==> src/rtl/datapath_unit.sv <==
// datapath_unit: two-stage pipelined ALU + 2^ADDR_BITS-word data memory.
//
// Stage 1 (edge N):   alu_q <= ALU(A,B), rdata_q <= mem[addr] (old word on a
//                     same-edge write), sel1_q <= sel1, optional write.
// Stage 2 (edge N+1): result2 <= sel1_q ? alu_q : rdata_q.
//
// Ports:
//   clk       single clock, rising edge
//   rst       asynchronous active-low reset (clears pipeline and memory)
//   operand1  ALU A input / memory base address
//   operand2  ALU B input / memory write data
//   offset    memory address offset / alternate ALU B input
//   opcode    ALU operation select (1111 = NOP, alu_q holds)
//   sel1      result source: 1 = ALU, 0 = data memory
//   sel3      ALU B select: 1 = offset, 0 = operand2
//   w_r       data-memory write enable
//   result2   registered result
//   flags     {carry, zero}, only when DATAPATH_FLAGS_EN is defined
//
// Optional feature macro: DATAPATH_FLAGS_EN
module datapath_unit #(
  parameter int unsigned DATA_WIDTH = 8,
  parameter int unsigned ADDR_BITS  = 5
) (
  input  logic                  clk,
  input  logic                  rst,
  input  logic [DATA_WIDTH-1:0] operand1,
  input  logic [DATA_WIDTH-1:0] operand2,
  input  logic [DATA_WIDTH-1:0] offset,
  input  logic [3:0]            opcode,
  input  logic                  sel1,
  input  logic                  sel3,
  input  logic                  w_r,
`ifdef DATAPATH_FLAGS_EN
  output logic [1:0]            flags,
`endif
  output logic [DATA_WIDTH-1:0] result2
);

  localparam int unsigned DEPTH = 1 << ADDR_BITS;

  logic [DATA_WIDTH-1:0] mem [DEPTH];
  logic [ADDR_BITS-1:0]  addr;
  logic [DATA_WIDTH-1:0] alu_b;
  logic [DATA_WIDTH-1:0] alu_res;
  logic [DATA_WIDTH-1:0] alu_q;
  logic [DATA_WIDTH-1:0] rdata_q;
  logic                  sel1_q;
  logic                  nop;

  // Carries above ADDR_BITS are dropped so the address wraps.
  assign addr  = ADDR_BITS'(operand1 + offset);
  assign alu_b = sel3 ? offset : operand2;
  assign nop   = (opcode == 4'b1111);

  always_comb begin
    alu_res = '0;
    case (opcode)
      4'b0000: alu_res = operand1 + alu_b;
      4'b0001: alu_res = operand1 - alu_b;
      4'b0010: alu_res = operand1 & alu_b;
      4'b0011: alu_res = operand1 | alu_b;
      4'b0100: alu_res = operand1 ^ alu_b;
      4'b0101: alu_res = ~operand1;
      4'b0110: alu_res = operand1 << 1;
      4'b0111: alu_res = operand1 >> 1;
      4'b1000: alu_res = operand1;
      4'b1001: alu_res = alu_b;
      4'b1010: alu_res = operand1 + DATA_WIDTH'(1);
      4'b1011: alu_res = operand1 - DATA_WIDTH'(1);
      default: alu_res = '0;
    endcase
  end

  always_ff @(posedge clk or negedge rst) begin
    if (!rst) begin
      alu_q   <= '0;
      rdata_q <= '0;
      sel1_q  <= 1'b0;
      result2 <= '0;
      for (int unsigned i = 0; i < DEPTH; i++) begin
        mem[ADDR_BITS'(i)] <= '0;
      end
    end else begin
      if (!nop) begin
        alu_q <= alu_res;
      end
      // Non-blocking read of mem gives the pre-write word on a collision.
      rdata_q <= mem[addr];
      sel1_q  <= sel1;
      result2 <= sel1_q ? alu_q : rdata_q;
      if (w_r) begin
        mem[addr] <= operand2;
      end
    end
  end

`ifdef DATAPATH_FLAGS_EN
  logic       carry;
  logic [1:0] flags_q;

  // Carry derived by comparison on the truncated result: A+B wrapped iff the
  // sum is below A; borrow on A-B iff A < B.
  always_comb begin
    carry = 1'b0;
    case (opcode)
      4'b0000: carry = (alu_res < operand1);
      4'b0001: carry = (operand1 < alu_b);
      4'b0110: carry = operand1[DATA_WIDTH-1];
      4'b0111: carry = operand1[0];
      4'b1010: carry = (operand1 == '1);
      4'b1011: carry = (operand1 == '0);
      default: carry = 1'b0;
    endcase
  end

  always_ff @(posedge clk or negedge rst) begin
    if (!rst) begin
      flags_q <= 2'b00;
      flags   <= 2'b00;
    end else begin
      if (!nop) begin
        flags_q <= {carry, (alu_res == '0)};
      end
      flags <= flags_q;
    end
  end
`endif

endmodule

==> config.mk <==
export PLATFORM = sky130hd
export DESIGN_NAME = datapath_unit
export DESIGN_NICKNAME = d
export VERILOG_FILES = /design/src/rtl/datapath_unit.sv
export SDC_FILE = /design/constraint.sdc
export NUM_CORES = 1
export LEC_CHECK = 0
export CAP_MARGIN = 5
export CORE_ASPECT_RATIO = 1.5
export CORE_MARGIN = 5
export CORE_UTILIZATION = 50
export CTS_CLUSTER_DIAMETER = 30
export CTS_CLUSTER_SIZE = 28
export DETAILED_ROUTE_END_ITERATION = 16
export PLACE_DENSITY = 0.72
export SETUP_SLACK_MARGIN = 0.4
export SYNTH_ARGS = -nofsm -noshare
export SYNTH_HDL_FRONTEND = slang
export SYNTH_SLANG_ARGS = --single-unit
==> constraint.sdc <==
create_clock -name clk -period 1.9 [get_ports clk]
set_clock_uncertainty 0.15 [all_clocks]
set_input_delay 0.285 -clock clk [delete_from_list [all_inputs] [get_ports clk]]
set_output_delay 0.285 -clock clk [all_outputs]
set_load 0.03 [all_outputs]
Word level (Yosys, flattened, before mapping)
Cells that the tools add are included.
{"block": "totals", "reg_bits": 281, "input_bits": 33, "wordCells": 71}
{"block": "classes", "n_reduce_logical": 2, "magnitude_cmp": 2, "bitwise": 5, "mux": 9, "eq_ne": 12, "n_addsub": 5}
{"op": "256-bit bitwise mux", "count": 1}
{"op": "8-bit one-hot mux with 12 select lines", "count": 1}
{"op": "8-bit binary-select mux with 5-bit select", "count": 1}
{"op": "8-bit demux with 5-bit select", "count": 1}
{"op": "8-bit 2-to-1 mux", "count": 5}
{"op": "4-bit equality test, second input constant", "count": 5}
{"op": "4-bit by 3-bit equality test with 1-bit output, second input constant", "count": 4}
{"op": "8-bit by 1-bit adder with 8-bit output, second input constant", "count": 1}
{"op": "8-bit adder", "count": 1}
{"op": "8-bit bitwise AND", "count": 1}
{"op": "4-bit by 2-bit equality test with 1-bit output, second input constant", "count": 2}
{"op": "8-bit inverter", "count": 1}
{"op": "8-bit bitwise OR", "count": 1}
{"op": "8-bit by 1-bit subtractor with 8-bit output, second input constant", "count": 1}
{"op": "8-bit subtractor", "count": 1}
{"op": "8-bit bitwise XOR", "count": 1}
{"op": "6-bit >= comparator, second input constant", "count": 1}
{"op": "6-bit by 1-bit < comparator with 1-bit output, second input constant", "count": 1}
{"op": "5-bit inverter with 6-bit output", "count": 1}
{"op": "5-bit adder", "count": 1}
{"op": "4-bit by 1-bit equality test with 1-bit output, second input constant", "count": 1}
{"op": "4-bit logical NOT", "count": 1}
{"op": "1-bit logical AND", "count": 1}

Logic depth before layout (Yosys ltp)
{"block": "logic_depth", "depth_word": 7, "ltp_mapped": 17}

Worst setup path before layout
Ideal clock, no wire load.
{"block": "synth_timing", "path_kind": "input port to flip-flop", "from": "input sel3", "to": "register alu_q[7]", "path_buffers": 2, "t_required_ps": 1608, "arrival_ps": 3248, "stages": 14, "setup_ps": 142, "slack_ps": -1640, "path_cell_list": "buf_2 > buf_1 > mux2_2 > inv_1 > ha_1 > o21ai_0 > a31o_2 > a221oi_1 > ha_1 > a21oi_1 > a211o_1 > o2111ai_1 > xnor2_1 > o221ai_1"}
{"block": "synth_between", "elab_chain_len": 3, "elab_cells_between_ends": 7, "classes_between": "2 x add/sub; 2 x mux; 3 x bitwise"}
{"element": "start, declared", "line": "32", "text": "input logic sel3,"}
{"element": "8-bit 2-to-1 mux *", "line": "53", "text": "assign alu_b = sel3 ? offset : operand2;"}
{"element": "8-bit subtractor (tied with other cells)", "line": "60", "text": "4'b0001: alu_res = operand1 - alu_b;"}
{"element": "8-bit one-hot mux with 12 select lines *", "line": "58", "text": "case (opcode)"}
{"element": "end signal, assigned", "line": "86", "text": "alu_q <= alu_res;"}
{"element": "end, declared", "line": "46", "text": "logic [DATA_WIDTH-1:0] alu_q;"}
Mark *: on every way between the ends. The rest lies on a longest branch, timed or not.
A chain may end at the register's enable or synchronous reset.

Worst setup path after layout
Ends and elaborated chain as after synthesis.

==> impl_results.md <==
- Critical path type: primary input to flip-flop
- DRT met1 WL: 17900 um
- Hold Path Class: primary input to flip-flop
- Crit path arrival time: roughly 2.9 ns
- Number of diodes: 0
- Final critical-path required period: ~2.6 ns
- Wirelength per Cell: about 27 um
- Multi-input gate area: 9000 um2
- First-pass GRT wire length: 73100 um
- Status: complete, but fails checks
- Reg2Reg Depth: 4
- Share of layout cells above drive strength 1: 60.4%
- Number of synthesized flops with an enable pin: 0
- Max layer used: met4
- Synth area leader: dfrtp_1
- Crit Path Max Fanout: 7
- Pin count of the biggest net entering global routing: 62
- Final hold slack: roughly 0.034 ns
- Final period utilization: 138%
- Async set-or-reset flop fraction in the synthesized netlist: 100%
- Met2 WL: about 24000 um
- CTS max path bufs: 3
- H-tree depth: 2
- # port buffers: 40
- Layout fillers: roughly 1700
- Gate Count Post-Synth: 1090
- CTS tree: built
- Detailed-route wire length: ~50000 um
- Clock slew at reported path FFs: 0.06 ns
- Initial antenna violation count: 0
- Max VDD drop: around 0.0011 V
- Detailed Routing Iterations Pass 1: 5
- # rows: 76
- Post-route ant nets: 0
- Main synth FF type: dfrtp_1
- Sequential fraction of the synthesis area: between 40% and 50%
- Fin. max-slew vios: 0
- Initial Utilization: between 50 and 60%
- Synth-to-Final Area Change: 48.3%
- Avg Inst Size Synth: between 10 and 15 um2
- Vias: around 11000
- Total CTS buffers: 43
- Gr usage total: just under 30%
- Seq cells post-synth: 281
- Register area: 7030 um2
- Worst EP required: 2.12 ns
- Core area: between 20000 and 30000 um2
- Clock Sinks: approximately 280
- Post-synthesis cell area: 14500 um2
- CTS root buf: clkbuf_16
- Final setup viols: approximately 270
- Vias in the first global route: around 12000
- Syn_nets: 1154
- Final GP Congestion: roughly 1
- Setup crit start kind: primary input
- Top cell type's share of synthesized area: between 40% and 50%
- Die width: 149 um
- Die area: roughly 33000 um2
- Leak: slightly below 10 nW
- Overall power: approximately 28 mW
- Clk_lat worst skew: ~0.55 ns
- FMAX: ~0.38 GHz
- I/O pin count: a little over 40
- Overflow after GRT: 0
- Failing checks: setup timing
- Hold Fails Final Rpt: 0
- Worst-Margin Slew: 0.615 ns
- Final nets: roughly 1400
- Initial DRC Count: ~840
- Chip height: approximately 220 um
- Crit path capture type: flip-flop
- Synth warn: 0
- WL met3: 2770 um
- Unrepaired setup endpoints after global routing: true
- Rel. slew slack: between 50% and 60%
- Synth area leaders: dfrtp_1, mux2_2, mux4_2
- DRC Markers: 0
- Via-to-Cell Ratio: 6.14
- Dpl hpwl: roughly 30000 um
- Hold path cells: 1
- Max-cap violations: 0
- Post-route setup slack: -0.727 ns
- PD cells: 1300 nW/um2
- Netlist cell types: 63
## worst max-delay path, stage by stage
cell and delay (ns):
buf_8 0.11, buf_12 0.13, mux2_4 0.31, inv_4 0.07, ha_4 0.16, o211ai_1 0.19, buf_4 0.21, a21oi_1 0.11
nor2_1 0.06, a221oi_2 0.18, ha_1 0.29, buf_4 0.16, a31oi_4 0.15, o2111ai_2 0.12, xnor2_1 0.16, o221ai_1 0.13
## flip-flops by register name, indices dropped and copies added, names as in the netlist
signal and count:
mem 256, result2 8, sel1_q 1, rdata_q 8, alu_q 8
## cell usage after synthesis, drive strengths merged, types with 3 or more instances
cell,n
nand2b,4
mux2i,17
o211ai,3
o21a,3
dfrtp,281
o21ai,16
mux2,268
buf,17
o311ai,3
a22oi,5
nor2b,6
a32oi,6
nand2,65
a211o,6
inv,20
or2,5
a31o,3
xnor2,10
nand3,15
a21oi,31
o32ai,4
xor2,3
nor3b,5
ha,29
a221oi,4
mux4,67
and3,5
a21o,4
o22ai,12
a31oi,8
nor2,58
a211oi,3
nor3,18
clkbuf,53
nand4,5
nand3b,3
## worst paths after layout
kind | startpoint | end | slack [ns]
max in group asynchronous | rst | mem[11]$_DFFE_PN0P_ | 0.70
worst min register to register | rdata_q[5]$_DFF_PN0_ | result2[5]$_DFF_PN0_ | 0.33
worst max-delay path | sel3 | alu_q[7]$_DFFE_PN0P_ | -0.73
worst min-delay path | sel1 | sel1_q$_DFF_PN0_ | 0.03
min in group asynchronous | rst | mem[92]$_DFFE_PN0P_ | 0.14
worst max register to register | mem[34]$_DFFE_PN0P_ | rdata_q[2]$_DFF_PN0_ | -0.10
## per-layer routing
| layer | global-route usage, % | vias to the layer above |
|---|---|---|
| li1 | - | 4653 |
| met1 | 35.6 | 5747 |
| met2 | 50.7 | 497 |
| met3 | 4.40 | 208 |
| met4 | 17.2 | 0 |
| met5 | 0 | - |
## metrics by stage
| stage | worst slack [ns] | util, % | instance area (um2) | cells | setup TNS [ns] |
|---|---|---|---|---|---|
| after floorplan | -1.16 | - | 15900 | 1090 | -219.14 |
| after global placement | -1.73 | 64.6 | 18500 | 1673 | -398.51 |
| after detailed placement | -1.75 | 64.6 | 18500 | 1673 | -407.20 |
| after CTS | -0.696 | 73.9 | 21200 | 1796 | -141.79 |
| after global routing | -0.868 | 75.0 | 21500 | 1808 | -147.01 |
| final | -0.727 | 75.0 | 21500 | 1808 | -138.42 |
## placed cells by master, fill, tap and decap left out, drive strengths merged, types with 5 or more instances in the layout
master and n:
buf 291, dfrtp 281, mux2 268, mux4 67, nand2 65, nor2 58
clkbuf 55, a21oi 31, ha 29, inv 24, nor3 18, mux2i 17
o21ai 16, nand3 15, o22ai 12, clkdlybuf4s50 11, clkinv 11, dlygate4sd2 10
xnor2 10, a31oi 8, clkinvlp 7, a211o 6, a32oi 6, nor2b 6
bufinv 5, a22oi 5, or2 5, nor3b 5, nand4 5, and3 5
## report_power, final
group	internal, mW	leakage (nW)	switching [mW]
Combinational	5.96	5.47	3.89
Clock	5.20	0.721	3.00
Sequential	8.36	3.59	1.44
## final cells by class
| class | instances | area share [%] |
|---|---|---|
| Clock buffer | 55 | 5.60 |
| Clock inverter | 25 | 1.42 |
| Inverter | 22 | 0.414 |
| Multi-Input combinational cell | 717 | 42.0 |
| Sequential cell | 281 | 32.8 |
| Tap cell | 390 | 2.27 |
| Timing Repair Buffer | 318 | 15.6 |
## cells by family (layout without fill, tap and decap cells)
group	after synthesis	in the layout	share of synthesized area, %
buffers and inverters	92	420	2.54
xor gates and xnor gates	13	13	0.787
muxes	352	352	32.5
DFF	281	281	48.6
adders and majority gates	31	31	2.79
AOI/OAI and AO/OA	127	127	6.00
and+or+nand+nor	194	194	6.81
## repair_timing
item                       4_1_cts  5_1_grt
hold endpoints to repair       135        0
pin swaps                       75       45
gates resized for setup        258       48
hold buffers                     1        0
setup endpoints to repair      280      280
gates cloned                     7        0
buffers inserted                35       12
No activity file was read; power rests on OpenSTA's default activity.
